===== src/rtl/if_stage_pkg.sv =====
// rtl/if_stage_pkg.sv - shared widths, constants and bus FSM encoding for the fetch stage
// Purpose: common definitions imported by if_bus_master and if_stage.
package if_stage_pkg;

  localparam int WORD_ADDR_W = 30;
  localparam int WORD_DATA_W = 32;

  typedef logic [WORD_ADDR_W-1:0] word_addr_t;
  typedef logic [WORD_DATA_W-1:0] word_data_t;

  localparam word_data_t ISA_NOP              = 32'h0000_0000;
  localparam word_addr_t RESET_VECTOR_DEFAULT = 30'h0;

  // Active-high and active-low assertion levels.
  localparam logic ENABLE   = 1'b1;
  localparam logic DISABLE  = 1'b0;
  localparam logic ENABLE_  = 1'b0;
  localparam logic DISABLE_ = 1'b1;

  typedef enum logic [1:0] {
    BUS_IF_STATE_IDLE   = 2'd0,
    BUS_IF_STATE_REQ    = 2'd1,
    BUS_IF_STATE_ACCESS = 2'd2
  } bus_if_state_e;

endpackage


===== src/rtl/if_bus_master.sv =====
// rtl/if_bus_master.sv - instruction-bus master FSM (IDLE -> REQ -> ACCESS) with squash
// Purpose: runs one read access per req_i, reports the returned word with done_o and
//          silently drops a completion whose fetch was killed while in flight.
// Ports:
//   clk, reset_      clock, asynchronous active-low reset
//   req_i            start a fetch when idle
//   addr_i           word address, sampled when the address strobe is issued
//   kill_i           redirect seen; an access in flight will be discarded
//   done_o           fetched word valid this cycle (rd_data_o)
//   in_flight_o      FSM is not idle
//   bus_*            active-low request/grant/strobe/ready bus handshake
module if_bus_master
  import if_stage_pkg::*;
(
  input  logic                   clk,
  input  logic                   reset_,
  input  logic                   req_i,
  input  logic [WORD_ADDR_W-1:0] addr_i,
  input  logic                   kill_i,
  output logic                   done_o,
  output logic [WORD_DATA_W-1:0] rd_data_o,
  output logic                   in_flight_o,
  output logic                   bus_req_o,
  input  logic                   bus_grnt_i,
  output logic                   bus_as_o,
  output logic [WORD_ADDR_W-1:0] bus_addr_o,
  input  logic [WORD_DATA_W-1:0] bus_rd_data_i,
  input  logic                   bus_rdy_i
);

  bus_if_state_e state_q, state_d;
  logic          req_q, req_d;
  logic          as_q, as_d;
  logic          squash_q, squash_d;
  word_addr_t    addr_q, addr_d;
  logic          rdy_seen;

  assign rdy_seen = (state_q == BUS_IF_STATE_ACCESS) && (bus_rdy_i == ENABLE_);

  always_comb begin
    state_d  = state_q;
    req_d    = req_q;
    as_d     = DISABLE_;
    addr_d   = addr_q;
    squash_d = squash_q;
    case (state_q)
      BUS_IF_STATE_IDLE: begin
        if (req_i) begin
          req_d   = ENABLE_;
          state_d = BUS_IF_STATE_REQ;
        end
      end
      BUS_IF_STATE_REQ: begin
        if (bus_grnt_i == ENABLE_) begin
          as_d    = ENABLE_;
          addr_d  = addr_i;
          state_d = BUS_IF_STATE_ACCESS;
        end
      end
      BUS_IF_STATE_ACCESS: begin
        if (rdy_seen) begin
          req_d   = DISABLE_;
          state_d = BUS_IF_STATE_IDLE;
        end
      end
      default: begin
        req_d   = DISABLE_;
        state_d = BUS_IF_STATE_IDLE;
      end
    endcase
    // A redirect on the completing cycle needs no squash: the top drops that word itself.
    if (rdy_seen) begin
      squash_d = 1'b0;
    end else if (kill_i && (state_q != BUS_IF_STATE_IDLE)) begin
      squash_d = 1'b1;
    end
  end

  always_ff @(posedge clk or negedge reset_) begin
    if (!reset_) begin
      state_q  <= BUS_IF_STATE_IDLE;
      req_q    <= DISABLE_;
      as_q     <= DISABLE_;
      addr_q   <= '0;
      squash_q <= 1'b0;
    end else begin
      state_q  <= state_d;
      req_q    <= req_d;
      as_q     <= as_d;
      addr_q   <= addr_d;
      squash_q <= squash_d;
    end
  end

  assign done_o      = rdy_seen && !squash_q;
  assign rd_data_o   = bus_rd_data_i;
  assign in_flight_o = (state_q != BUS_IF_STATE_IDLE);
  assign bus_req_o   = req_q;
  assign bus_as_o    = as_q;
  assign bus_addr_o  = addr_q;

endmodule


===== src/rtl/if_stage.sv =====
// rtl/if_stage.sv - instruction-fetch stage: PC, one-entry holding buffer, IF/ID register
// Purpose: fetches sequential words through if_bus_master and presents them to decode,
//          honouring flush > stall > branch > data priority each cycle.
// Optional feature: define IF_PERF_CNT_EN to build the saturating fetch_wait_cnt counter
//          (cycles with busy high and no valid instruction); otherwise it is tied to 0.
// Ports:
//   clk, reset_            clock, asynchronous active-low reset
//   stall, flush, new_pc   pipeline-controller hold / redirect
//   br_taken, br_addr      branch redirect from decode
//   bus_*                  instruction-memory bus (active-low handshake, bus_rw = read)
//   busy                   fetch outstanding
//   if_pc, if_insn, if_en  IF/ID pipeline register
//   fetch_wait_cnt         performance counter
module if_stage
  import if_stage_pkg::*;
#(
  parameter word_addr_t RESET_VECTOR = RESET_VECTOR_DEFAULT,
  parameter int         PERF_CNT_W   = 32
) (
  input  logic                   clk,
  input  logic                   reset_,
  input  logic                   stall,
  input  logic                   flush,
  input  logic [WORD_ADDR_W-1:0] new_pc,
  input  logic                   br_taken,
  input  logic [WORD_ADDR_W-1:0] br_addr,
  output logic                   bus_req_,
  input  logic                   bus_grnt_,
  output logic                   bus_as_,
  output logic                   bus_rw,
  output logic [WORD_ADDR_W-1:0] bus_addr,
  input  logic [WORD_DATA_W-1:0] bus_rd_data,
  input  logic                   bus_rdy_,
  output logic                   busy,
  output logic [WORD_ADDR_W-1:0] if_pc,
  output logic [WORD_DATA_W-1:0] if_insn,
  output logic                   if_en,
  output logic [PERF_CNT_W-1:0]  fetch_wait_cnt
);

  word_addr_t pc_q, pc_d;
  word_addr_t if_pc_q, if_pc_d;
  word_data_t if_insn_q, if_insn_d;
  logic       if_en_q, if_en_d;
  word_data_t buf_q, buf_d;
  logic       buf_valid_q, buf_valid_d;

  logic       done;
  logic       in_flight;
  logic       kill;
  word_data_t rd_data;

  // A branch seen under stall is ignored, so it must not squash the access either.
  assign kill = flush || (br_taken && !stall);

  if_bus_master u_bus_master (
    .clk           (clk),
    .reset_        (reset_),
    .req_i         (!buf_valid_q),
    .addr_i        (pc_q),
    .kill_i        (kill),
    .done_o        (done),
    .rd_data_o     (rd_data),
    .in_flight_o   (in_flight),
    .bus_req_o     (bus_req_),
    .bus_grnt_i    (bus_grnt_),
    .bus_as_o      (bus_as_),
    .bus_addr_o    (bus_addr),
    .bus_rd_data_i (bus_rd_data),
    .bus_rdy_i     (bus_rdy_)
  );

  always_comb begin
    pc_d        = pc_q;
    if_pc_d     = if_pc_q;
    if_insn_d   = if_insn_q;
    if_en_d     = if_en_q;
    buf_d       = buf_q;
    buf_valid_d = buf_valid_q;
    if (flush) begin
      if_insn_d   = ISA_NOP;
      if_en_d     = DISABLE;
      pc_d        = new_pc;
      buf_valid_d = 1'b0;
    end else if (stall) begin
      // Park the word; pc only advances once it reaches IF/ID.
      if (done) begin
        buf_d       = rd_data;
        buf_valid_d = 1'b1;
      end
    end else if (br_taken) begin
      if_insn_d   = ISA_NOP;
      if_en_d     = DISABLE;
      pc_d        = br_addr;
      buf_valid_d = 1'b0;
    end else if (done || buf_valid_q) begin
      if_pc_d     = pc_q;
      if_insn_d   = buf_valid_q ? buf_q : rd_data;
      if_en_d     = ENABLE;
      pc_d        = pc_q + WORD_ADDR_W'(1);
      buf_valid_d = 1'b0;
    end else begin
      if_insn_d = ISA_NOP;
      if_en_d   = DISABLE;
    end
  end

  always_ff @(posedge clk or negedge reset_) begin
    if (!reset_) begin
      pc_q        <= RESET_VECTOR;
      if_pc_q     <= RESET_VECTOR;
      if_insn_q   <= ISA_NOP;
      if_en_q     <= DISABLE;
      buf_q       <= ISA_NOP;
      buf_valid_q <= 1'b0;
    end else begin
      pc_q        <= pc_d;
      if_pc_q     <= if_pc_d;
      if_insn_q   <= if_insn_d;
      if_en_q     <= if_en_d;
      buf_q       <= buf_d;
      buf_valid_q <= buf_valid_d;
    end
  end

  // Idle with an empty buffer always starts a fetch, so it already counts as busy.
  assign busy    = reset_ && (in_flight || !buf_valid_q);
  assign bus_rw  = 1'b1;
  assign if_pc   = if_pc_q;
  assign if_insn = if_insn_q;
  assign if_en   = if_en_q;

`ifdef IF_PERF_CNT_EN
  logic [PERF_CNT_W-1:0] wait_cnt_q;

  always_ff @(posedge clk or negedge reset_) begin
    if (!reset_) begin
      wait_cnt_q <= '0;
    end else if (busy && !if_en_q && !(&wait_cnt_q)) begin
      wait_cnt_q <= wait_cnt_q + PERF_CNT_W'(1);
    end
  end

  assign fetch_wait_cnt = wait_cnt_q;
`else
  assign fetch_wait_cnt = '0;
`endif

endmodule


===== config.mk =====
export PLATFORM = sky130hd
export DESIGN_NAME = if_stage
export DESIGN_NICKNAME = d
export VERILOG_FILES = /design/src/rtl/if_stage_pkg.sv /design/src/rtl/if_bus_master.sv /design/src/rtl/if_stage.sv
export SDC_FILE = /design/constraint.sdc
export NUM_CORES = 1
export LEC_CHECK = 0
export ABC_AREA = 0
export ABC_CLOCK_PERIOD_IN_PS = 2400
export BUFFER_PORTS_ARGS = -buffer_cell sky130_fd_sc_hd__clkbuf_2
export CORE_MARGIN = 5
export CORE_UTILIZATION = 48
export CTS_CLUSTER_DIAMETER = 150
export DETAILED_ROUTE_END_ITERATION = 12
export GPL_ROUTABILITY_DRIVEN = 1
export HOLD_SLACK_MARGIN = 0.05
export PLACE_DENSITY = 0.86
export SYNTH_ARGS = -nofsm -noshare
export SYNTH_HDL_FRONTEND = slang
export SYNTH_SLANG_ARGS = --single-unit

===== constraint.sdc =====
create_clock -name clk -period 2.4 [get_ports clk]
set_clock_uncertainty 0.05 [all_clocks]
set_input_delay 0.36 -clock clk [delete_from_list [all_inputs] [get_ports clk]]
set_output_delay 0.36 -clock clk [all_outputs]
set_load 0.02 [all_outputs]

==> summary.md <==
| Metric | Value |
|---|---|
| Outcome | finished, final reports clean |
| Sw power | 0.00311 W |
| Commonest cells after routing, fill and taps aside | 193 x clkbuf_2, 158 x dfrtp_1, 131 x nand2_1 |
| Max-slew headroom | a little over two fifths |
| Vias in the first global route | between 6,000 and 7,000 |
| Worst Path Arrival | roughly 2400 ps |
| Fin crit period | roughly 2100 ps |
| Worst reg-to-reg setup slack | about 260 ps |
| # hold bufs at CTS | 0 |
| Clock tree buffer depth | 2 |
| Gr ovfl total | 0 |
| ANT cells | 0 |
| Yosys warns | 0 |
| Worst skew pair latency | 420 ps |
| Final slew viol count | 0 |
| Routed WL per cell | about 18 um |
| Crit Path Max Fanout | 27 |
| Unrepaired setup endpoints after global routing | false |
| Post-Route Setup TNS | 0 ps |
| P per Cell Area | slightly below 1000 nW/um^2 |
| Ranking of synthesized cells by area | dfrtp_1 52%, mux2_2 9.1%, nand2_1 6.4%, mux2i_1 5.1%, o21ai_0 4.1% |
| # IOs | 228 |
| Sequential area share after synthesis | 52.3% |
| Post-CTS resize count | 0 |
| Final cycle utilization of the critical path | 89.4% |
| Family with the most delay on the worst path | simple AND/OR/NAND/NOR gates |
| Filler Cell Count | 1,326 |
| Max Cap Viol | 0 |
| Initial DRC Count | 544 |
| H-tree depth | 4 |
| Worst hold path class | in2async |
| Main synth FF type | dfrtp_1 |
| CP cell instances | or4b_4 -> nand2_2 -> o21ai_2 -> buf_4 -> a221o_1 |
| Worst-path clk slew | 60 ps |
| R2R depth | 5 |
| DRT antenna net count | 0 |
| Max incr delay on CP | 610 ps |
| Global Route Usage Sum | 23.3% |
| Most common cell after layout, fill and taps aside | clkbuf_2 |
| Effective utilization at floorplan | 48.7% |
| DIE HEIGHT | between 100 and 150 um |
| Synth unique cells | 63 |
| DRT met1 WL | 8.87 mm |
| Sw Ratio | 33.9% |
| Share of cells above drive strength 1 | 34.7% |
| Die W | between 100 and 150 um |
| Top sig layer | met4 |
| Drt total wl | 21.1 mm |
| Sink Count | 161 |
| Met2 WL | 10.3 mm |
| Wire length on met3 | about 1.2 mm |
| Async set-reset flop share out of synthesis | 100% |
| Vias/cell | about 5.5 |
| Cts bufs inserted | 17 |
| Placer Congestion | 0.869 |
| Pint | 0.00607 W |
| Worst Path Required | 2650 ps |
| Clock share of power | between 20 and 30% |
| First-pass GRT wire length | between 30 and 40 mm |
| CTS tree | built |
| Total core area | about 16,000 um^2 |
| CP max stage cell | or4b_4 |
| Flops & latches, synth | 161 |
| Reg-to-Reg End | pc_q[18]$_DFFE_PN0P_ |
| Setup crit start kind | register |
| Worst setup EP type | register |
| EDFF count, synth | 0 |
| Post-Syn Instances | 740 |
| Netlist Area Pre-Place | approximately 7700 um^2 |
| Worst Path Buf+Inv | 1 |
| DR vias | 6,403 |
| Port bufs | around 190 |
| DR pass1 iterations | 7 |
| Worst Setup SP | u_bus_master.state_q[0]$_DFFE_PN0P_ |
| Final #Nets | roughly 1,000 |
| Max VDD drop | 0.491 mV |
| Rows | 46 |
| RR Startpoint | u_bus_master.state_q[0]$_DFFE_PN0P_ |
| Worst-margin pin slew | 841 ps |
| Die area | between 15,000 and 20,000 um^2 |
| Final hold vios | 0 |
| Seq pwr share | 44.5% |
| Synth top area share | about 52% |
| Largest net degree at the start of global routing | ~160 |
| F_max | 466 MHz |
| Root Driver | clkbuf_16 |
| Final Total Pwr | between 0.009 and 0.01 W |
| Synthesized area per cell | 10.4 um^2 |
| Dpl hpwl | 14.8 mm |
| Post CTS Setup Buffer Count | 0 |
| Area Growth Syn to Fin | 22.1% |
| Comb pwr share | 27.8% |
| # DRC | 0 |
| Final setup fails | 0 |
| Leak | 4.68 nW |
| Post-synth top area cell | dfrtp_1 |
| Initial antenna violation count | 0 |
| Kind of critical path | reg2reg |
==> Yosys cell counts, drive strengths merged, types with 4 or more instances <==
master	n
a211oi	4
a21o	4
a21oi	28
a221o	4
a22oi	6
a31oi	6
and3	11
buf	44
clkbuf	35
dfrtp	159
inv	11
mux2	62
mux2i	39
nand2	132
nand3	15
nand4	11
nor2	27
nor3	6
nor4	4
o211ai	8
o21ai	67
o22ai	4
o31a	4
xnor2	5
==> registers in the layout (all words and copies together) (netlist names), 2 cells and up <==
name,cells
buf_q,32
if_insn,32
if_pc,30
pc_q,30
u_bus_master.bus_addr_o,30
u_bus_master.state_q,2
==> per-stage QoR <==
stage / worst slack [ps] / std cells / hold WS, ps / utilization (%) / cell area, um^2
6_report: 256 / 1156 / 73.3 / 59.4 / 9410
5_1_grt: 86.6 / 1156 / 122 / 59.4 / 9410
4_1_cts: 260 / 1156 / 108 / 59.4 / 9410
3_5_place_dp: 259 / 1125 / 413 / 56.0 / 8860
3_3_place_gp: 304 / 1125 / 408 / 56.0 / 8860
2_1_floorplan: 474 / 771 / 14.4 / - / 7820
==> final cells by class <==
cell class                      instances  area, um^2  area share (%)
Clock inverter                          8        53.8           0.572
Sequential cell                       161        4030            42.9
Clock buffer                           23         498            5.29
Multi-Input combinational cell        520        3330            35.3
Timing Repair Buffer                  217        1190            12.6
Inverter                               11        41.3           0.439
Tap cell                              216         270            2.87
==> per-layer routing <==
layer  vias up  track usage [%]
met4         0             10.8
met5         -                0
met3        50             4.74
met1      3180             30.9
met2       238             37.1
li1       2935                -
==> worst register-to-register path: stages (launching register included) <==
cell	delay, ps
dfrtp_1	440
or4b_4	610
nand2_2	140
o21ai_2	140
buf_4	260
a221o_1	400
==> power groups by stage <==
| stage | clock network [W] | logic (W) | registers, W |
|---|---|---|---|
| after floorplan | 0 | 0.00122 | 0.00453 |
| after global placement | 0 | 0.00249 | 0.00408 |
| after detailed placement | 0 | 0.00256 | 0.00413 |
| after CTS | 0.00258 | 0.00257 | 0.00408 |
| after global routing | 0.00271 | 0.00277 | 0.00420 |
| final | 0.00254 | 0.00255 | 0.00409 |
==> logic make-up (layout without fill, tap and decap cells) <==
family	Yosys count	in the layout	synth area share, %
other	2	33	0.0974
AND/OR/NAND/NOR	224	224	13.9
buffers and inverters	90	259	6.19
flip-flops	161	161	52.3
adder cells (fa/ha/maj)	1	1	0.162
multiplexers	101	101	14.1
AO/OA/AOI/OAI	153	153	12.3
XOR/XNOR	8	8	0.909
==> worst max path at each step <==
stage,endpoint,slack (ps),cells after the start
after floorplan,pc_q[28]$_DFFE_PN0P_,470,6
after global placement,pc_q[19]$_DFFE_PN0P_,300,7
after detailed placement,pc_q[15]$_DFFE_PN0P_,260,7
after CTS,pc_q[18]$_DFFE_PN0P_,260,5
after global routing,pc_q[23]$_DFFE_PN0P_,90,5
final,pc_q[18]$_DFFE_PN0P_,260,5
(Power assumes the default switching activity.)
